**config.mk**
```make
export PLATFORM = sky130hd
export DESIGN_NAME = pbdebounce_multi
export DESIGN_NICKNAME = d
export VERILOG_FILES = /design/src/rtl/pbdebounce_pkg.sv /design/src/rtl/pbdebounce_ch.sv /design/src/rtl/pbdebounce_multi.sv
export SDC_FILE = /design/constraint.sdc
export NUM_CORES = 1
export LEC_CHECK = 0
export ABC_AREA = 1
export CORE_MARGIN = 3
export CORE_UTILIZATION = 50
export DETAILED_ROUTE_END_ITERATION = 6
export PLACE_DENSITY = 0.8
export SLEW_MARGIN = 10
export SYNTH_ARGS = -nofsm -noshare
export SYNTH_HDL_FRONTEND = slang
export SYNTH_SLANG_ARGS = --single-unit
```
**constraint.sdc**
```tcl
create_clock -name clk -period 1.4 [get_ports clk]
set_input_delay 0.28 -clock clk [delete_from_list [all_inputs] [get_ports clk]]
set_output_delay 0.28 -clock clk [all_outputs]
set_load 0.05 [all_outputs]
```
**src/rtl/pbdebounce_pkg.sv**
```systemverilog
// Shared constants and width helper for the multi-channel debouncer.
package pbdebounce_pkg;

    localparam int DEF_STABLE_CNT = 8;
    localparam int DEF_REPEAT_DLY = 500;
    localparam int DEF_REPEAT_PER = 100;

    function automatic int clog2_min1(input int v);
        return (v < 2) ? 1 : $clog2(v);
    endfunction

endpackage

```
**src/rtl/pbdebounce_ch.sv**
```systemverilog
// Single debounce channel: synchroniser, stability counter,
// registered edge pulses and optional auto-repeat.
import pbdebounce_pkg::*;

module pbdebounce_ch #(
    parameter int STABLE_CNT = DEF_STABLE_CNT,
    parameter int REPEAT_DLY = DEF_REPEAT_DLY,
    parameter int REPEAT_PER = DEF_REPEAT_PER
) (
    input  logic clk,
    input  logic rst_n,
    input  logic tick,
    input  logic btn,
    output logic level,
    output logic press,
    output logic release_pulse,
    output logic rpt
);

    localparam int CNT_W = clog2_min1(STABLE_CNT);
    localparam int MAXV  = (REPEAT_DLY > REPEAT_PER) ? REPEAT_DLY : REPEAT_PER;
    localparam int HW    = clog2_min1(MAXV + 1);

    if (STABLE_CNT < 2) begin : g_err_cnt
        $error("pbdebounce_ch: STABLE_CNT must be >= 2");
    end
    if (REPEAT_DLY > 0 && REPEAT_PER < 1) begin : g_err_per
        $error("pbdebounce_ch: REPEAT_PER must be >= 1");
    end

    logic             s1;
    logic             s2;
    logic [CNT_W-1:0] cnt;
    logic             diff;
    logic             flip;

    assign diff = (s2 != level);
    assign flip = tick && diff && (cnt == CNT_W'(STABLE_CNT - 1));

    always_ff @(posedge clk) begin
        if (!rst_n) begin
            s1            <= 1'b0;
            s2            <= 1'b0;
            cnt           <= '0;
            level         <= 1'b0;
            press         <= 1'b0;
            release_pulse <= 1'b0;
        end else begin
            s1            <= btn;
            s2            <= s1;
            press         <= 1'b0;
            release_pulse <= 1'b0;
            if (tick) begin
                if (!diff) begin
                    cnt <= '0;
                end else if (flip) begin
                    level         <= s2;
                    cnt           <= '0;
                    press         <= s2;
                    release_pulse <= !s2;
                end else begin
                    cnt <= cnt + CNT_W'(1);
                end
            end
        end
    end

    if (REPEAT_DLY > 0) begin : g_rpt
        logic [HW-1:0] hold;
        logic          rep;
        logic [HW-1:0] tgt;

        // hold restarts from zero after each pulse; the target switches
        // from the initial delay to the repeat period once repeating
        assign tgt = rep ? HW'(REPEAT_PER - 1) : HW'(REPEAT_DLY - 1);

        always_ff @(posedge clk) begin
            if (!rst_n) begin
                hold <= '0;
                rep  <= 1'b0;
                rpt  <= 1'b0;
            end else begin
                rpt <= 1'b0;
                if (!level || flip) begin
                    hold <= '0;
                    rep  <= 1'b0;
                end else if (tick) begin
                    if (hold == tgt) begin
                        rpt  <= 1'b1;
                        hold <= '0;
                        rep  <= 1'b1;
                    end else begin
                        hold <= hold + HW'(1);
                    end
                end
            end
        end
    end else begin : g_norpt
        assign rpt = 1'b0;
    end

endmodule

```
**src/rtl/pbdebounce_multi.sv**
```systemverilog
// Multi-channel push-button debouncer: N_CH independent channels
// sharing clock, reset and sample tick.
import pbdebounce_pkg::*;

module pbdebounce_multi #(
    parameter int N_CH       = 4,
    parameter int STABLE_CNT = DEF_STABLE_CNT,
    parameter int REPEAT_DLY = DEF_REPEAT_DLY,
    parameter int REPEAT_PER = DEF_REPEAT_PER
) (
    input  logic            clk,
    input  logic            rst_n,
    input  logic            tick,
    input  logic [N_CH-1:0] btn,
    output logic [N_CH-1:0] level,
    output logic [N_CH-1:0] press,
    output logic [N_CH-1:0] release_pulse,
    output logic [N_CH-1:0] rpt
);

    if (N_CH < 1 || N_CH > 32) begin : g_err_nch
        $error("pbdebounce_multi: N_CH must be in 1..32");
    end

    for (genvar i = 0; i < N_CH; i++) begin : g_ch
        pbdebounce_ch #(
            .STABLE_CNT(STABLE_CNT),
            .REPEAT_DLY(REPEAT_DLY),
            .REPEAT_PER(REPEAT_PER)
        ) u_ch (
            .clk          (clk),
            .rst_n        (rst_n),
            .tick         (tick),
            .btn          (btn[i]),
            .level        (level[i]),
            .press        (press[i]),
            .release_pulse(release_pulse[i]),
            .rpt          (rpt[i])
        );
    end

endmodule
```
==> results <==
- The flow ran to the end, and the final reports show no timing, DRC or antenna violations.
- Counting distinct cell types in the post-synthesis netlist gives 28.
- The detailed route wirelength on metal3 is 222 um.
- The clock period minus worst slack is 1330 ps.
- The clock passes through at most 2 buffers.
- By count the netlist is led by sky130_fd_sc_hd__nand2_1 (101), sky130_fd_sc_hd__dfxtp_1 (76), sky130_fd_sc_hd__inv_1 (66).
- Across every metal layer, demand over resource in global routing totals 0.177.
- The number of endpoints with negative hold slack in the final report came to 0.
- The post-synthesis sequential element count is 76.
- In the final layout, the share of cells above drive strength 1 is 0.193.
- The CTS tree is yes.
- The met2 routed wirelength is 3.63 mm.
- sky130_fd_sc_hd__dfxtp_1 takes more of the synthesized area than any other cell.
- The total iterations of the first detailed-routing run is 5.
- The number of cells on the worst reg-to-reg path is 7.
- The analysis attributes to cell leakage a power of 1.77 nW.
- The net count after synthesis is 492.
- The final route contains 2923 vias.
- The die extent in x is 90.5 um.
- The total DRC errors in the routed layout is 0.
- The number of setup violations in the final report is 0.
- In this run the cell area of the synthesized design comes to 3570 um2.
- The synthesized instance count is 473.
- The remaining global-route overflow is 0.
- The worst pin sits at a relative slew slack of 0.819.
- The floorplan step set the die height to 90.5 um.
- The worst reg2reg path startpoint is g_ch[0].u_ch.cnt[0]$_SDFFE_PN0P_.
- Across the routed clock network, the largest skew measured is 10.7 ps.
- Wires add up to 6.95 mm.
- The worst-case vdd ir drop is 0.641 mV.
- For this configuration, the core starts out at a cell density of 0.520.
- The congestion estimate from routability-driven global placement came to 0.811.
- The post-detailed-route via-to-cell ratio is 4.77.
- The level count of the clock H-tree is 3.
- The total clock buffers created by CTS is 9.
- The count of buffers inserted at the top-level ports is 22.
- The maximum number of pins on one net before global-route repair is 13.
- Once detail routing completed, the nets flagged for antenna violations numbered 0.
- The number of slew-limit violations in the final report was 0.
- The post-route worst setup slack is 74.2 ps.
- The reported max-cap violation count is 0.
- Compared with the post-synthesis result, the final layout area differs by 23.1%.
- Of the synthesized area, sequential elements account for 0.426.
- The met1 wire length is 2.99 mm.
- Summing all non-filler instances in the final layout gives an area of 4400 um2.
- The capture instance of the worst register-to-register path is g_ch[0].u_ch.g_rpt.hold[7]$_SDFFE_PP0P_.
- The kind of end point of the critical path is a flop.
- For the worst setup path, the data required time is 1670 ps.
- After detailed routing, no signal wire sits above met4.
- In the post-synthesis netlist, the biggest area contributors are sky130_fd_sc_hd__dfxtp_1 (43%), sky130_fd_sc_hd__nand2_1 (11%), sky130_fd_sc_hd__inv_1 (6.9%).
- The path class of the lowest-slack min-delay path is reg -> reg.
- Counting every sink on the clock net gives 76.
- The final cycle utilization of the critical path is 0.947.
- Summed over all failing endpoints, the final setup total negative slack is 0 ps.
- The worst hold path depth is 2.
- The post-layout instance count excluding filler cells is 613.
- The number of enable flip-flop cells after synthesis is 0.
- The number of inserted diodes is 0.
- OpenSTA, run right after detailed placement, puts the worst setup slack at -308 ps.
- The die footprint is 8200 um2.
- The number of global-route vias before repair is 2968.
- The async set-or-reset flop fraction in the synthesized netlist is 0.
- The number of hold-repair buffers added at the cts stage is 0.
- The root buffer cell chosen for the clock tree is sky130_fd_sc_hd__clkbuf_8.
- The data arrival at the endpoint of the critical path is 1590 ps.
- The first-iteration detailed-routing DRC count is 183.
- The share of synthesized area in the top cell type comes to 0.426.
- The first global-routing pass estimated 12.2 mm of wire.
- The worst setup path startpoint is g_ch[0].u_ch.cnt[0]$_SDFFE_PN0P_.
- The total power per unit cell area is 929 nW/um2.
- The critical path start-end classification is reg -> reg.
- The clock-pin transition on the worst setup and hold timing paths is 80 ps.
- In this run the standard cell core region covers 6870 um2.
- The post-layout net count is 532.
- The number of standard-cell rows in the floorplan is 30.
- The HPWL after detailed placement is 4.95 mm.
- The instance count after placement with tap cells included is 594.
- Among all flip-flop cells after synthesis, the most frequent one is sky130_fd_sc_hd__dfxtp_1.
- The instance area after placement is 4100 um2.
- For the pin with the worst max-slew slack, the measured transition is 271 ps.
- The capture point of the critical path is g_ch[0].u_ch.g_rpt.hold[7]$_SDFFE_PP0P_.
- The clock reaches the later pin of the worst-skew pair after 340 ps.
- Derived from the worst setup path, the maximum achievable clock frequency is 0.754 GHz.
- By instance count, the leading cell after synthesis is sky130_fd_sc_hd__nand2_1.
- The type of origin of the critical path is a flop.
- The average cell area after synthesis is 7.55 um2.
- The routed wire length per instance is 11.3 um.
- The Yosys step of the flow raised 0 warnings.
- 23 I/O pins were placed.
- The number of antenna violations at the first check in global routing came to 0.
- Setup slack on the worst reg-to-reg path comes out at 70 ps.
- The largest fanout on the critical path is 8.
-- logic make-up (layout without fill, tap and decap cells) --
family,after synthesis,count (layout),synth area share
simple gates,238,238,0.304
xor+xnor,21,21,0.0515
compound gates,27,27,0.0385
mux,4,4,0.0112
buf+inv,95,139,0.127
flops,76,76,0.426
fa+ha+maj,12,12,0.0420
-- registers in the layout (all words and copies together), names as in the netlist --
register                 flops
g_ch.u_ch.press              4
g_ch.u_ch.s2                 4
g_ch.u_ch.cnt               12
g_ch.u_ch.s1                 4
g_ch.u_ch.rpt                4
g_ch.u_ch.g_rpt.hold        36
g_ch.u_ch.g_rpt.rep          4
g_ch.u_ch.level              4
g_ch.u_ch.release_pulse      4
-- stage by stage --
stage / hold WS (ps) / total power, mW / util
final: 416 / 4.08 / 0.640
after global routing: 443 / 4.22 / 0.640
after CTS: 415 / 4.09 / 0.627
after detailed placement: 397 / 2.37 / 0.597
after global placement: 396 / 2.37 / 0.597
after floorplan: 378 / 2.32 / -
-- worst min-delay path by stage --
stage,startpoint,end,slack [ps]
after global routing,g_ch[1].u_ch.s1$_SDFF_PN0_,g_ch[1].u_ch.s2$_SDFF_PN0_,440
after floorplan,btn[0],g_ch[0].u_ch.s1$_SDFF_PN0_,380
after detailed placement,g_ch[3].u_ch.s1$_SDFF_PN0_,g_ch[3].u_ch.s2$_SDFF_PN0_,400
final,g_ch[3].u_ch.s1$_SDFF_PN0_,g_ch[3].u_ch.s2$_SDFF_PN0_,420
after global placement,g_ch[3].u_ch.s1$_SDFF_PN0_,g_ch[3].u_ch.s2$_SDFF_PN0_,400
after CTS,g_ch[3].u_ch.s1$_SDFF_PN0_,g_ch[3].u_ch.s2$_SDFF_PN0_,410
-- area by class of cell --
type,count,area [um2]
fill,537,2470
sequential,76,1520
multi-input combinational,302,1650
inverter,68,255
clock inverter,5,77.6
timing repair buffer,56,646
clock buffer,10,128
tap,96,120
-- cells in the final DEF (no fill, tap or decap), types with 11 or more instances in the layout --
cell,n
sky130_fd_sc_hd__dfxtp_1,74
sky130_fd_sc_hd__nand3_1,32
sky130_fd_sc_hd__nor2_1,62
sky130_fd_sc_hd__nand2_1,99
sky130_fd_sc_hd__buf_12,16
sky130_fd_sc_hd__buf_4,32
sky130_fd_sc_hd__xnor2_1,11
sky130_fd_sc_hd__a21oi_1,17
sky130_fd_sc_hd__inv_1,66
sky130_fd_sc_hd__ha_1,11
-- power by group --
| part | switching [mW] | internal, mW |
|---|---|---|
| combinational | 0.0785 | 0.0725 |
| sequential | 0.00911 | 2.18 |
| clock | 0.761 | 0.989 |
| total | 0.849 | 3.24 |
-- worst max-delay path, cell delays in order (launching register included) --
cell and delay (ps):
sky130_fd_sc_hd__dfxtp_1 320, sky130_fd_sc_hd__ha_1 200, sky130_fd_sc_hd__ha_1 220, sky130_fd_sc_hd__nand4_1 130, sky130_fd_sc_hd__nand2_2 80, sky130_fd_sc_hd__inv_1 90
sky130_fd_sc_hd__nand2_4 90, sky130_fd_sc_hd__nor2_1 130
-- per-layer routing --
metal	up-vias	GRT usage
met2	41	0.316
li1	1527	-
met3	13	0.0392
met5	-	0
met1	1342	0.207
met4	0	0.0599
-- timing repair --
action                                  4_1_cts  5_1_grt
endpoints found under the setup margin        0       32
resized for setup                             0       17
setup buffers                                 0        4
Note: power is estimated with default switching activity, not from simulation.
